## src/rtl/part2_pkg.sv

```systemverilog
// Shared types and constants for the MAC result FIFO slice.
// A result is the MAC accumulator value plus its overflow flag, stored as one packed word
// with ovf in bit DATA_W.
package part2_pkg;

    localparam int unsigned DATA_W = 16;

    typedef struct packed {
        logic                     ovf;
        logic signed [DATA_W-1:0] f;
    } mac_result_t;

    // Saturating increment for an 8-bit counter; holds at all-ones.
    function automatic logic [7:0] sat_inc8(input logic [7:0] val);
        return (val == 8'hff) ? val : val + 8'd1;
    endfunction

endpackage

```

## src/rtl/part2_fifo_mem.sv

```systemverilog
// Storage array for the MAC result FIFO: DEPTH entries of mac_result_t,
// synchronous write, asynchronous (combinational) read. Contents are not reset.
module part2_fifo_mem
    import part2_pkg::*;
#(
    parameter int unsigned DEPTH = 4
) (
    input  logic                     clk_i,
    input  logic                     we_i,
    input  logic [$clog2(DEPTH)-1:0] waddr_i,
    input  mac_result_t              wdata_i,
    input  logic [$clog2(DEPTH)-1:0] raddr_i,
    output mac_result_t              rdata_o
);

    mac_result_t mem_q [DEPTH];

    // Write port: one entry per accepted push.
    always_ff @(posedge clk_i) begin
        if (we_i) begin
            mem_q[waddr_i] <= wdata_i;
        end
    end

    // Read port: head entry is presented without a clock of latency (show-ahead).
    always_comb begin
        rdata_o = mem_q[raddr_i];
    end

endmodule

```

## src/rtl/part2_mac_result_fifo.sv

```systemverilog
// Show-ahead result FIFO behind part2_mac. The MAC cannot be stalled, so a result arriving
// while the FIFO is full (and nothing pops that cycle) is dropped and counted.
// Optional feature: define STICKY_OVF_EN to add a sticky overflow flag (ovf_sticky) with
// its clear input (clr_sticky).
module part2_mac_result_fifo
    import part2_pkg::*;
#(
    parameter int unsigned DATA_W = part2_pkg::DATA_W,
    parameter int unsigned DEPTH  = 4,
    parameter int unsigned DROP_W = 8
) (
    input  logic                         clk,
    input  logic                         reset_n,
    input  logic                         valid_in,
    input  logic signed [DATA_W-1:0]     f_in,
    input  logic                         ovf_in,
    output logic                         out_valid,
    input  logic                         out_ready,
    output logic signed [DATA_W-1:0]     out_data,
    output logic                         out_ovf,
    output logic [$clog2(DEPTH+1)-1:0]   count,
    output logic                         full,
    output logic                         drop_pulse,
    output logic [DROP_W-1:0]            drop_count
`ifdef STICKY_OVF_EN
    ,
    output logic                         ovf_sticky,
    input  logic                         clr_sticky
`endif
);

    localparam int unsigned PtrW = $clog2(DEPTH);
    localparam int unsigned CntW = $clog2(DEPTH + 1);

    logic [PtrW-1:0]   wr_ptr_q, wr_ptr_d;
    logic [PtrW-1:0]   rd_ptr_q, rd_ptr_d;
    logic [CntW-1:0]   count_q, count_d;
    mac_result_t       shadow_q, shadow_d;
    logic              drop_pulse_q;
    logic [DROP_W-1:0] drop_count_q, drop_count_d;

    mac_result_t       head;
    mac_result_t       wr_entry;
    logic              push, pop, drop;
    logic              not_empty, is_full;

    // Handshake decode: a pop frees a slot on the same edge, so full & push & pop is legal.
    always_comb begin
        not_empty = (count_q != '0);
        is_full   = (count_q == CntW'(DEPTH));
        pop       = not_empty & out_ready;
        push      = valid_in & (~is_full | pop);
        drop      = valid_in & is_full & ~pop;
        wr_entry  = '{ovf: ovf_in, f: f_in};
    end

    // Next-state for pointers, occupancy, shadow and drop counter.
    always_comb begin
        wr_ptr_d     = wr_ptr_q;
        rd_ptr_d     = rd_ptr_q;
        count_d      = count_q;
        shadow_d     = shadow_q;
        drop_count_d = drop_count_q;

        if (push) begin
            wr_ptr_d = wr_ptr_q + PtrW'(1);
        end
        if (pop) begin
            rd_ptr_d = rd_ptr_q + PtrW'(1);
            // Remember the value leaving so the outputs hold it once empty.
            shadow_d = head;
        end

        case ({push, pop})
            2'b10:   count_d = count_q + CntW'(1);
            2'b01:   count_d = count_q - CntW'(1);
            default: count_d = count_q;
        endcase

        if (drop && (drop_count_q != '1)) begin
            drop_count_d = drop_count_q + DROP_W'(1);
        end
    end

    // Control state register; storage itself lives in the memory and is not reset.
    always_ff @(posedge clk or negedge reset_n) begin
        if (!reset_n) begin
            wr_ptr_q     <= '0;
            rd_ptr_q     <= '0;
            count_q      <= '0;
            shadow_q     <= '0;
            drop_pulse_q <= 1'b0;
            drop_count_q <= '0;
        end else begin
            wr_ptr_q     <= wr_ptr_d;
            rd_ptr_q     <= rd_ptr_d;
            count_q      <= count_d;
            shadow_q     <= shadow_d;
            drop_pulse_q <= drop;
            drop_count_q <= drop_count_d;
        end
    end

    part2_fifo_mem #(
        .DEPTH (DEPTH)
    ) u_mem (
        .clk_i   (clk),
        .we_i    (push),
        .waddr_i (wr_ptr_q),
        .wdata_i (wr_entry),
        .raddr_i (rd_ptr_q),
        .rdata_o (head)
    );

    // Output mux: live head when occupied, otherwise the last popped value.
    always_comb begin
        out_valid  = not_empty;
        full       = is_full;
        count      = count_q;
        drop_pulse = drop_pulse_q;
        drop_count = drop_count_q;
        out_data   = not_empty ? head.f   : shadow_q.f;
        out_ovf    = not_empty ? head.ovf : shadow_q.ovf;
    end

`ifdef STICKY_OVF_EN
    logic sticky_q, sticky_d;

    // Sticky overflow: set on any accepted push carrying ovf; set beats clear.
    always_comb begin
        sticky_d = sticky_q;
        if (push && ovf_in) begin
            sticky_d = 1'b1;
        end else if (clr_sticky) begin
            sticky_d = 1'b0;
        end
    end

    // Sticky flag register.
    always_ff @(posedge clk or negedge reset_n) begin
        if (!reset_n) begin
            sticky_q <= 1'b0;
        end else begin
            sticky_q <= sticky_d;
        end
    end

    assign ovf_sticky = sticky_q;
`endif

endmodule

```

## config.mk

```make
export PLATFORM = sky130hd
export DESIGN_NAME = part2_mac_result_fifo
export DESIGN_NICKNAME = d
export VERILOG_FILES = /design/src/rtl/part2_pkg.sv /design/src/rtl/part2_fifo_mem.sv /design/src/rtl/part2_mac_result_fifo.sv
export SDC_FILE = /design/constraint.sdc
export NUM_CORES = 1
export LEC_CHECK = 0
export CAP_MARGIN = 20
export CORE_UTILIZATION = 35
export DETAILED_ROUTE_END_ITERATION = 16
export GPL_TIMING_DRIVEN = 1
export PLACE_DENSITY = 0.51
export SYNTH_ARGS = -nofsm -noshare
export SYNTH_HDL_FRONTEND = slang
export SYNTH_HIERARCHICAL = 1
export SYNTH_SLANG_ARGS = --single-unit
```

## constraint.sdc

```tcl
create_clock -name clk -period 3.1 [get_ports clk]
set_input_delay 0.93 -clock clk [delete_from_list [all_inputs] [get_ports clk]]
set_output_delay 0.93 -clock clk [all_outputs]
set_load 0.05 [all_outputs]
```

==> metrics.log <==
INFO  metric synth_top_cell_area_share = 49.3%
INFO  metric ys_seq_area_share = 69.2%
INFO  metric timing.critical_path.arrival = 1.99 ns
INFO  metric grt_pass1_wl = 12900 um
INFO  metric ctsRootBufferMaster = clkbuf_16
INFO  metric fin_tns_setup = 0 ns
INFO  metric n_fill_cell = 1022
INFO  metric mapped_cells = 251
INFO  metric clockBufferDepth = 2
INFO  metric skew = 0.00484 ns
INFO  metric seq_cell_area = 2870 um2
INFO  metric path_class = flop to output port
INFO  metric vias = 2291
INFO  metric grt_antenna_before_repair = 0
INFO  metric ys_top_cells_by_area = edfxtp_1 49%, dfrtp_1 20%, mux2_2 5.4%, mux4_2 5.4%, nand2_1 5.4%
INFO  metric clock.fmax = 343 MHz
INFO  metric cts_made_buffers = 9
INFO  metric synth_cell_types = 31
INFO  metric most_common_cell_after_layout_fill_and_taps_aside = edfxtp_1
INFO  metric synth_top_cell_by_area = edfxtp_1
INFO  metric vias_per_cell = 4.93
INFO  metric largest_net_degree_at_the_start_of_global_routing = 34
INFO  metric route.detailed.wl_per_inst = 16.8 um
INFO  metric worst_slew_slack_as_a_fraction_of_its_limit = 42.5%
INFO  metric num_io_pins = 52
INFO  metric worstPathMaxFanout = 19
INFO  metric cts_resized = 0
INFO  metric drtIter0Drc = 98
INFO  metric drc_violations_left = 0
INFO  metric antenna_left = 0
INFO  metric synthToLayoutAreaGrowth = 23.5%
INFO  metric finalCriticalPeriod = 2.92 ns
INFO  metric hold_class = flop to flop
INFO  metric dp_hpwl = 4760 um
INFO  metric cp_cell_sequence = buf_12 -> mux4_1 -> mux2_2 -> buf_4
INFO  metric antennaDiodeCount = 0
INFO  metric clock_insertion_delay_worst_skew = 0.34 ns
INFO  metric grt_usage = 13.9%
INFO  metric fp.dieArea = 12300 um2
INFO  metric netlist_area = 4150 um2
INFO  metric clk_pin_slew = 0.06 ns
INFO  metric slew_viol_final = 0
INFO  metric cap_viol_max_count = 0
INFO  metric initial_utilization = 36.1%
INFO  metric unrepaired_setup_endpoints_after_global_routing = no
INFO  metric power.density_cell_area = 1110 nW/um2
INFO  metric first_global_vias = 2378
INFO  metric die-width = 111 um
INFO  metric drt_pass1_iterations = 4
INFO  metric p_leak = 1.99 nW
INFO  metric io_buffers = 51
INFO  metric ys.warnings.count = 6
INFO  metric cp_slowest_cell = mux4_1
INFO  metric dieHeight = 111 um
INFO  metric drive_gt1_share = 24.5%
INFO  metric tritoncts = yes
INFO  metric crit_buf_inv = 2
INFO  metric hold_viol = 0
INFO  metric most-common-layout-cells = 68 x edfxtp_1, 60 x nand2_1, 33 x dfrtp_1, 32 x clkdlybuf4s50_1, 27 x buf_4
INFO  metric synth_fp_nets = 275
INFO  metric end_kind = output port
INFO  metric wirelength = 7810 um
INFO  metric critPathRequiredTime = 2.17 ns
INFO  metric std_cell_rows = 39
INFO  metric cts.hold.buffers_added = 0
INFO  metric cell_area_after_placement = 4840 um2
INFO  metric run_status = finished, final reports clean
INFO  metric nets = 341
INFO  metric design_area = 5120 um2
INFO  metric max-vdd-ir-drop = 0.000550 V
INFO  metric clock_sink_count = 101
INFO  metric post-cts-setup-buffer-count = 0
INFO  metric tightestPinTransition = 0.863 ns
INFO  metric synth-seq-cells = 101
INFO  metric setup_viol = 0
INFO  metric multi_input_area = 1200 um2
INFO  metric cts_htree_levels = 3
INFO  metric final.period_utilization = 94.1%
INFO  metric slowest_delay = 0.61 ns
INFO  metric avgSynthCellArea = 16.5 um2
INFO  metric core_area = 11500 um2
INFO  metric overflow = 0
INFO  metric gp_congestion = 0.766
INFO  metric crit_path_start_kind = flop
INFO  metric cpLargestDelayFamily = multiplexers
INFO  metric timing.hold.ws = 0.475 ns
[cell usage after synthesis]
library cell  number
mux4_2            10
ha_1               2
nand4_1            1
nor3b_1            1
nor4b_4            1
mux4_1             7
nand2_2            1
buf_12             1
xor2_1             5
nand3_1            3
nand2b_1           2
nand2_1           60
and3b_1            2
dfrtp_1           33
nor4_1             1
xnor2_1            5
nor4_2             1
mux2_2            20
buf_2              5
nand2_4            1
mux2_1             2
fa_1               1
edfxtp_1          68
nor3_1             3
inv_1              5
nor2_1             2
buf_6              1
nor3_4             1
inv_2              2
and3_1             2
o21ai_0            2
[worst register-to-register path, delay by kind of cell (launching register included)]
kind,cells,cell delay (ns)
xor+xnor,2,0.28
fa+ha+maj,2,0.36
buf+inv,4,0.53
flops,1,0.46
simple gates,3,0.34
[final timing paths]
| kind | start | endpoint | slack [ns] | cells after the start |
|---|---|---|---|---|
| max | rd_ptr_q[0] | out_ovf | 0.18 | 4 |
| min | shadow_q[9] | shadow_q[9] | 0.47 | 2 |
| max reg2reg | count[1] | count[2] | 1.01 | 11 |
| min reg2reg | shadow_q[9] | shadow_q[9] | 0.47 | 2 |
| max in group asynchronous | reset_n | drop_count[7] | 1.85 | 1 |
| min in group asynchronous | reset_n | shadow_q[2] | 0.71 | 1 |
[registers in the layout (all words and copies together) (netlist names)]
| name | count |
|---|---|
| drop_pulse | 1 |
| count | 3 |
| shadow_q | 17 |
| drop_count | 8 |
| u_mem/mem_q | 68 |
| rd_ptr_q | 2 |
| wr_ptr_q | 2 |
[stage by stage]
stage | total power, mW | cells | util, % | worst slack (ns)
6_report | 5.67 | 465 | 44.6 | 0.183
3_3_place_gp | 4.66 | 449 | 42.2 | 0.127
2_1_floorplan | 3.90 | 251 | - | 0.0821
3_5_place_dp | 4.69 | 449 | 42.2 | 0.0886
4_1_cts | 5.77 | 465 | 44.6 | 0.139
5_1_grt | 5.99 | 465 | 44.6 | 0.0847
[power by group]
| part | internal (mW) | total [mW] | leakage, nW | switching [mW] |
|---|---|---|---|---|
| combinational | 0.983 | 2.60 | 0.819 | 1.61 |
| sequential | 1.82 | 2.00 | 1.04 | 0.187 |
| clock | 0.623 | 1.07 | 0.135 | 0.446 |
[routing by layer]
layer | up-vias | wire (um) | global-route usage [%]
met5 | - | 0 | 0
met4 | 0 | 135 | 5.33
met2 | 51 | 3870 | 22.4
met1 | 1167 | 3550 | 18.4
met3 | 13 | 254 | 3.06
li1 | 1060 | - | -
[cells by family after synthesis]
family | after synthesis | synth area share, %
AOI/OAI and AO/OA | 2 | 0.241
xor gates and xnor gates | 10 | 2.11
adders and majority gates | 3 | 1.09
buffers and inverters | 14 | 1.99
DFF | 101 | 69.2
muxes | 39 | 15.8
and+or+nand+nor | 82 | 9.54
[area by class of cell]
cell class	instances	area share [%]
clock buffers	13	4.69
clock inverters	3	0.758
inverters	7	0.513
multi-input cells	136	23.4
flip-flops and latches	101	56.0
well taps	143	3.49
repair buffers	62	11.1
No activity file was read; power rests on OpenSTA's default activity.
